**config.mk**
```make
export PLATFORM = sky130hd
export DESIGN_NAME = vec_out_drain
export DESIGN_NICKNAME = d
export VERILOG_FILES = /design/src/rtl/vec_out_drain.sv
export SDC_FILE = /design/constraint.sdc
export NUM_CORES = 1
export LEC_CHECK = 0
export ABC_AREA = 1
export CAP_MARGIN = 20
export CORE_UTILIZATION = 30
export DETAILED_ROUTE_END_ITERATION = 16
export PLACE_DENSITY_LB_ADDON = 0.12
export SYNTH_ARGS = -nofsm -noshare
export SYNTH_HDL_FRONTEND = slang
export SYNTH_SLANG_ARGS = --single-unit
```
**constraint.sdc**
```tcl
create_clock -name clock -period 4.9 [get_ports clock]
set_input_delay 0.49 -clock clock [delete_from_list [all_inputs] [get_ports clock]]
set_output_delay 0.49 -clock clock [all_outputs]
set_load 0.01 [all_outputs]
```
**src/rtl/vec_out_drain.sv**
```systemverilog
// Result drain for the tile-engine multiplier: captures the whole result array in one
// handshake, optionally applies ReLU, then streams it out one element per cycle.
//
// state  | meaning
// IDLE   | buffer empty, in_ready high, waiting for a result array
// STREAM | buffer holds a captured array, emitting elements vector-major
module vec_out_drain #(
    parameter int TILE_ENG = 2,
    parameter int MAT_R    = 8,
    parameter int OUT_BITS = 4,
    parameter int VI_W     = (TILE_ENG > 1 ? $clog2(TILE_ENG) : 1),
    parameter int EI_W     = (MAT_R > 1 ? $clog2(MAT_R) : 1)
) (
    input  logic                                               clock,
    input  logic                                               reset,
    input  logic                                               in_valid,
    output logic                                               in_ready,
    input  logic signed [TILE_ENG-1:0][MAT_R-1:0][OUT_BITS-1:0] in_vecs,
    input  logic                                               relu_en,
    output logic                                               out_valid,
    input  logic                                               out_ready,
    output logic signed [OUT_BITS-1:0]                         out_data,
    output logic [VI_W-1:0]                                    out_vec_idx,
    output logic [EI_W-1:0]                                    out_elem_idx,
    output logic                                               out_last_elem,
    output logic                                               out_last,
    output logic                                               busy
);

    typedef enum logic {IDLE, STREAM} state_t;

    state_t                     state_r, state_nx;
    logic [VI_W-1:0]            vi_r;
    logic [EI_W-1:0]            ei_r;
    logic signed [OUT_BITS-1:0] elem_buf [TILE_ENG][MAT_R];
    logic                       capture;
    logic                       handshake;
    logic                       ei_max;
    logic                       vi_max;

    assign ei_max    = (ei_r == EI_W'(MAT_R - 1));
    assign vi_max    = (vi_r == VI_W'(TILE_ENG - 1));
    assign capture   = in_valid && in_ready;
    assign handshake = out_valid && out_ready;

    always_ff @(posedge clock) begin
        if (reset) begin
            state_r <= IDLE;
        end else begin
            state_r <= state_nx;
        end
    end

    always_comb begin
        state_nx = state_r;
        case (state_r)
            IDLE:   if (capture) state_nx = STREAM;
            STREAM: if (handshake && out_last) state_nx = capture ? STREAM : IDLE;
            default: state_nx = IDLE;
        endcase
    end

    // A capture (idle or back-to-back) always restarts the walk at (0,0).
    always_ff @(posedge clock) begin
        if (reset) begin
            vi_r <= '0;
            ei_r <= '0;
        end else if (capture || (handshake && out_last)) begin
            vi_r <= '0;
            ei_r <= '0;
        end else if (handshake) begin
            if (ei_max) begin
                ei_r <= '0;
                vi_r <= vi_r + 1'b1;
            end else begin
                ei_r <= ei_r + 1'b1;
            end
        end
    end

    // Negative test uses the sign bit so the most-negative code clamps like any other.
    always_ff @(posedge clock) begin
        if (capture) begin
            for (int v = 0; v < TILE_ENG; v++) begin
                for (int e = 0; e < MAT_R; e++) begin
                    elem_buf[v][e] <= (relu_en && in_vecs[v][e][OUT_BITS-1]) ? '0 : in_vecs[v][e];
                end
            end
        end
    end

    always_comb begin
        out_valid     = 1'b0;
        busy          = 1'b0;
        out_data      = '0;
        out_last_elem = 1'b0;
        out_last      = 1'b0;
        in_ready      = 1'b0;
        out_vec_idx   = vi_r;
        out_elem_idx  = ei_r;
        if (state_r == STREAM) begin
            out_valid     = 1'b1;
            busy          = 1'b1;
            out_data      = elem_buf[vi_r][ei_r];
            out_last_elem = ei_max;
            out_last      = ei_max && vi_max;
            in_ready      = !reset && out_ready && ei_max && vi_max;
        end else begin
            in_ready      = !reset;
        end
    end

endmodule

```
==> flow_metrics.py, run 1 <==
metrics = {
    "status": {
        "status": "finished clean",
    },
    "yosys": {
        "synth_edf_count": 64,
        "synth_cells": 377,
        "synth_area_um2": 3540,
        "netlist.area_leader.share_pct": 54.3,
        "synth_nets": 448,
        "synth_area_leaders": "edfxtp_1 54%, nand2_1 11%, a21boi_0 10%",
        "ys_seq_elements": 70,
        "ys_async_sr_fraction_pct": 0,
        "synth_top_cell_by_area": "edfxtp_1",
        "yosys_warnings": 0,
        "synth.distinct_cells": 19,
        "yosysSeqAreaShare_pct": 57.6,
        "synth-main-ff-cell": "edfxtp_1",
        "avgSynthCellArea_um2": 9.40,
    },
    "floorplan": {
        "start_util_pct": 30.9,
        "coreArea_um2": 11500,
        "num_rows": 39,
        "die_y_um": 111,
        "die_w_um": 111,
        "ios": 82,
        "fp.dieArea_um2": 12200,
    },
    "timing": {
        "slew_viol_final": 0,
        "setup_viol": 0,
        "max_freq_mhz": 322,
        "tns_ns": 0,
        "holdWs_ns": 0.537,
        "finalCriticalPeriod_ns": 3.11,
        "clock_skew_ns": 0.00570,
        "fin_crit_sh_pct": 63.4,
        "slew_headroom_pct": 38.8,
        "finalHoldViolations": 0,
        "tightestPinTransition_ns": 0.917,
        "rsz0062_at_grt": "false",
    },
    "cts": {
        "cts_hold_buf": 0,
        "clkTransAtPathRegs_ns": 0.06,
        "cts_tree": "done",
        "postCtsSetupRepairBufs": 0,
        "cts-buffers-inserted": 9,
        "clock-sinks": 70,
        "cts_max_level": 3,
        "cts_buffer_depth": 2,
        "clockRootBuffer": "clkbuf_16",
        "cts.repair.resized": 0,
        "clock_latency_ns": 0.33,
    },
    "placed_design": {
        "port_buffers": 81,
        "dp_hpwl_um": 5550,
        "gp_congestion": 0.794,
    },
    "worst_setup_path": {
        "crit_fanout": 32,
        "r2r_end": "elem_buf[0][31]$_SDFFCE_PP0P_",
        "start_kind": "flip-flop",
        "cp.arrival_ns": 2.62,
        "required_ns": 4.41,
        "worstReg2RegStart": "out_elem_idx[0]$_SDFFE_PP0P_",
        "worstSetupEndpoint": "out_data[2]",
        "reg2reg_depth": 9,
        "critical_path.endpoint_type": "primary output",
        "reg2reg_slack_ns": 1.87,
        "critPathKind": "flip-flop to primary output",
    },
    "cells_and_area": {
        "area_growth_pct": 33.9,
        "final_common_cell": "nand2_1",
        "drive_gt1_share_pct": 6.11,
        "final_nets": 524,
        "layout_common_cells": "100 x nand2_1, 80 x clkdlybuf4s50_1, 64 x edfxtp_1",
        "antennaDiodeCount": 0,
    },
    "drt": {
        "via_per_inst": 4.42,
        "num_vias": 2658,
        "totalWireLength_um": 7670,
        "wl_met3_um": 391,
        "wl_met2_um": 3450,
        "first_pass_iters": 7,
        "met1_length_um": 3750,
        "wire_per_inst_um": 12.8,
        "dr.max_layer_used": "met4",
        "drt_iter0_markers": 93,
        "drc_errors": 0,
        "ant_nets": 0,
    },
    "grt": {
        "grt.overflow.total": 0,
        "grt_pass1_vias": 2609,
        "grt_max_degree": 65,
        "grt_util_all_layers_pct": 13.3,
        "antenna_found_initial": 0,
        "grt_pass1_wl_um": 12800,
    },
    "pwr": {
        "power_frac_clock_pct": 45.2,
        "sequentialPowerShare_pct": 45.5,
        "internal_power_mw": 1.21,
        "swShare_pct": 20.8,
        "vdd_ir_drop_max_mv": 0.187,
        "power.density_nw_per_um2": 321,
        "comb_power_share_pct": 9.3,
        "netSwitchingPower_mw": 0.316,
        "p_leak_nw": 1.95,
    },
    "min_path": {
        "worst_hold_path_type": "flip-flop to flip-flop",
    },
    "flow_run": {
        "maxCapViolCount": 0,
    },
}
[synthesized netlist by cell type (2+ instances only)]
master,instances
nand2_1,100
edfxtp_1,64
inv_1,59
a21boi_0,48
nand3_1,42
nor2_1,18
a21oi_1,10
clkbuf_1,6
dfxtp_1,6
buf_6,5
buf_2,4
buf_4,4
nand2_2,3
ha_1,2
nand3_2,2
[per-layer routing]
layer,track usage [%],up-vias
li1,-,1381
met1,17.5,1189
met2,20.5,79
met3,4.32,9
met4,4.53,0
met5,0,-
[logic make-up after synthesis]
| family | count (synthesis) | share of synthesized area (%) |
|---|---|---|
| AOI/OAI and AO/OA | 58 | 11.6 |
| adders and majority gates | 2 | 0.706 |
| buffers and inverters | 80 | 10.2 |
| DFF | 70 | 57.6 |
| and+or+nand+nor | 167 | 19.9 |
[worst min-delay path by stage]
stage          cells after the start                startpoint                        to  slack (ns)
6_report                           2  out_vec_idx$_SDFFE_PP0P_  out_vec_idx$_SDFFE_PP0P_        0.54
5_1_grt                            2  out_vec_idx$_SDFFE_PP0P_                 flip-flop        0.60
4_1_cts                            2  out_vec_idx$_SDFFE_PP0P_  out_vec_idx$_SDFFE_PP0P_        0.54
3_5_place_dp                       2  out_vec_idx$_SDFFE_PP0P_                 flip-flop        0.53
3_3_place_gp                       2  out_vec_idx$_SDFFE_PP0P_  out_vec_idx$_SDFFE_PP0P_        0.53
2_1_floorplan                      2  out_vec_idx$_SDFFE_PP0P_                 flip-flop        0.53
[registers in the layout, indices dropped and copies added (netlist names), named ones only]
signal and flops:
elem_buf 64, out_elem_idx 3, out_vec_idx 1, state_r 1
[layout make-up]
cell class	count	area, µm²
clock buffers	9	225
flip-flops and latches	70	2040
clock inverters	7	97.6
well taps	143	179
fillers	1163	6720
inverters	61	233
repair buffers	84	828
multi-input cells	227	1140
[power by group through the flow]
stage	logic, mW	clock network (mW)	registers [mW]
finish	0.142	0.688	0.694
global route	0.160	0.730	0.696
CTS	0.146	0.705	0.694
detailed placement	0.144	0	0.706
global placement	0.144	0	0.706
floorplan	0.0652	0	0.701
[critical path, cell delays in order (launching register included)]
cell and delay (ns):
dfxtp_1 0.78, inv_4 0.28, nand2_1 0.12, nand3_1 0.10, nand3_1 0.10, nand3_1 0.08, a21oi_1 0.25, clkdlybuf4s50_1 0.59
[through the flow]
step	instance area, µm²	util (%)	cells	power, mW	setup WS (ns)
after detailed placement	4420	38.5	585	0.850	1.83
after floorplan	3540	-	377	0.766	2.10
after global placement	4420	38.5	585	0.850	1.92
after global routing	4740	41.4	601	1.59	1.56
after CTS	4740	41.4	601	1.54	1.76
final	4740	41.4	601	1.52	1.79
Power figures use the tool's default switching activity.
==> run 2: changes to the inputs <==
- clock period: 4.9 -> 2.67 ns (I/O delays scaled with it)
==> run 2 against run 1 <==
  * Cell count increased by 0.83%
  * Critical endpoint is now out_data[0]
  * Clock skew about the same
  * Power increased by 90%
  * Global-route usage increased by 0.42 points
  * Highest routed layer unchanged
  * Critical path type unchanged
  * Wire length increased by 1.8%
  * Cell area increased by 1.5%
  * Sequential share of layout area decreased by 0.61 points
  * Critical path depth unchanged
  * Worst hold slack got worse by 0.097 ns
  * Sequential power increased by 83%
  * Largest power group is now the clock network
==> flow_metrics.py, run 2 (same netlist as run 1, synthesis figures left out) <==
metrics = {
    "timing": {
        "slew_headroom_pct": 77.1,
        "finalHoldViolations": 0,
        "rsz0062_at_grt": "false",
        "max_freq_mhz": 401,
        "tns_ns": 0,
        "finalCriticalPeriod_ns": 2.49,
        "setup_viol": 0,
        "fin_ws_ns": 0.175,
        "tightestPinTransition_ns": 0.344,
        "clock_skew_ns": 0.00568,
        "slew_viol_final": 0,
        "fin_crit_sh_pct": 93.4,
    },
    "grt": {
        "grt_pass1_wl_um": 13300,
        "grt_pass1_vias": 2734,
        "antenna_found_initial": 0,
        "grt_util_all_layers_pct": 13.7,
        "grt.overflow.total": 0,
        "grt_max_degree": 65,
    },
    "cts": {
        "clkTransAtPathRegs_ns": 0.06,
        "clock_latency_ns": 0.33,
        "cts-buffers-inserted": 9,
        "cts.repair.resized": 0,
        "clockRootBuffer": "clkbuf_16",
        "cts_hold_buf": 0,
        "postCtsSetupRepairBufs": 0,
        "clock-sinks": 70,
        "cts_max_level": 3,
        "cts_tree": "done",
        "cts_buffer_depth": 2,
    },
    "cells_and_area": {
        "multiInputGateArea_um2": 1140,
        "final_nets": 529,
        "drive_gt1_share_pct": 7.13,
        "top_register": "elem_buf",
        "final_common_cell": "nand2_1",
        "fillers": 1119,
        "antennaDiodeCount": 0,
        "largest_reg_flops": 64,
        "area_growth_pct": 35.9,
        "register_area_um2": 2040,
        "design_area_um2": 4810,
        "layout_common_cells": "100 x nand2_1, 80 x clkdlybuf4s50_1, 64 x edfxtp_1",
    },
    "drt": {
        "drt_iter0_markers": 95,
        "ant_nets": 0,
        "totalWireLength_um": 7810,
        "first_pass_iters": 4,
        "num_vias": 2742,
        "wire_per_inst_um": 12.9,
        "via_per_inst": 4.52,
        "drc_errors": 0,
    },
    "floorplan": {
        "fp.dieArea_um2": 12200,
        "start_util_pct": 30.9,
        "num_rows": 39,
        "ios": 82,
        "coreArea_um2": 11500,
        "die_y_um": 111,
        "die_w_um": 111,
    },
    "worst_setup_path": {
        "critPathKind": "flip-flop to primary output",
        "cp.arrival_ns": 2.23,
        "crit_fanout": 16,
        "start_kind": "flip-flop",
        "critical_path.endpoint_type": "primary output",
        "required_ns": 2.40,
    },
    "placed_design": {
        "port_buffers": 81,
        "placed_cell_area_um2": 4470,
        "gp_congestion": 0.777,
        "dp_hpwl_um": 5830,
        "pre_cts_ws_ns": 0.429,
    },
    "status": {
        "status": "finished clean",
    },
    "pwr": {
        "power.density_nw_per_um2": 601,
        "vdd_ir_drop_max_mv": 0.265,
        "p_leak_nw": 1.98,
    },
    "flow_run": {
        "maxCapViolCount": 0,
    },
    "min_path": {
        "worst_hold_path_type": "input pin to flip-flop",
    },
}
run 2: cell count changes in the layout (fill, tap and decap cells not counted):
cell,change
dfxtp_2,+1
bufinv_16,+1
clkinv_4,-1
dfxtp_1,-1
inv_2,-1
buf_12,+1
inv_6,-1
buf_4,+4
clkbuf_1,+1
clkinvlp_4,+1
run 2: path summary, 6_finish.rpt:
| check | from | to | slack, ns | depth (start not counted) |
|---|---|---|---|---|
| setup / recovery | out_elem_idx[0]$_SDFFE_PP0P_ | out_data[0] | 0.18 | 7 |
| hold / removal | relu_en | elem_buf[0][0]$_SDFFCE_PP0P_ | 0.44 | 2 |
| setup reg to reg | out_elem_idx[0]$_SDFFE_PP0P_ | elem_buf[0][9]$_SDFFCE_PP0P_ | 0.59 | 9 |
| hold reg to reg | out_elem_idx[1]$_SDFFE_PP0P_ | out_elem_idx[1]$_SDFFE_PP0P_ | 0.52 | 2 |
run 2: where the power goes:
part | leakage, nW | internal [mW] | switching [mW]
registers | 0.647 | 1.25 | 0.0183
clock network | 0.160 | 0.910 | 0.440
logic | 1.17 | 0.151 | 0.121
run 2: area by class of cell:
type / instances / area share (%)
flip-flops and latches: 70 / 42.4
multi-input cells: 227 / 23.6
repair buffers: 89 / 18.2
inverters: 61 / 4.91
clock buffers: 10 / 4.76
well taps: 143 / 3.72
clock inverters: 6 / 2.29
run 2: routing by layer:
metal  global-route usage [%]  part of all wire, %  vias up
met5                        0                    0        -
met3                     4.16                  5.1       13
met2                     21.0                   44       75
li1                         -                    -     1393
met4                     5.42                  2.2        0
met1                     18.1                   49     1261
run 2: worst max-delay path, cell delays in order, from the launching register on:
cell,delay (ns)
dfxtp_1,0.37
buf_4,0.20
clkinv_2,0.17
nand3_1,0.11
nand3_1,0.11
nand3_1,0.07
a21oi_1,0.27
clkdlybuf4s50_1,0.60
run 2: per-stage QoR:
stage,util (%),cells,total power [mW],hold slack (ns)
2_1_floorplan,-,377,1.41,0.336
3_3_place_gp,39.0,590,1.57,0.509
3_5_place_dp,39.0,590,1.57,0.510
4_1_cts,42.0,606,2.92,0.437
5_1_grt,42.0,606,2.99,0.480
6_report,42.0,606,2.89,0.439
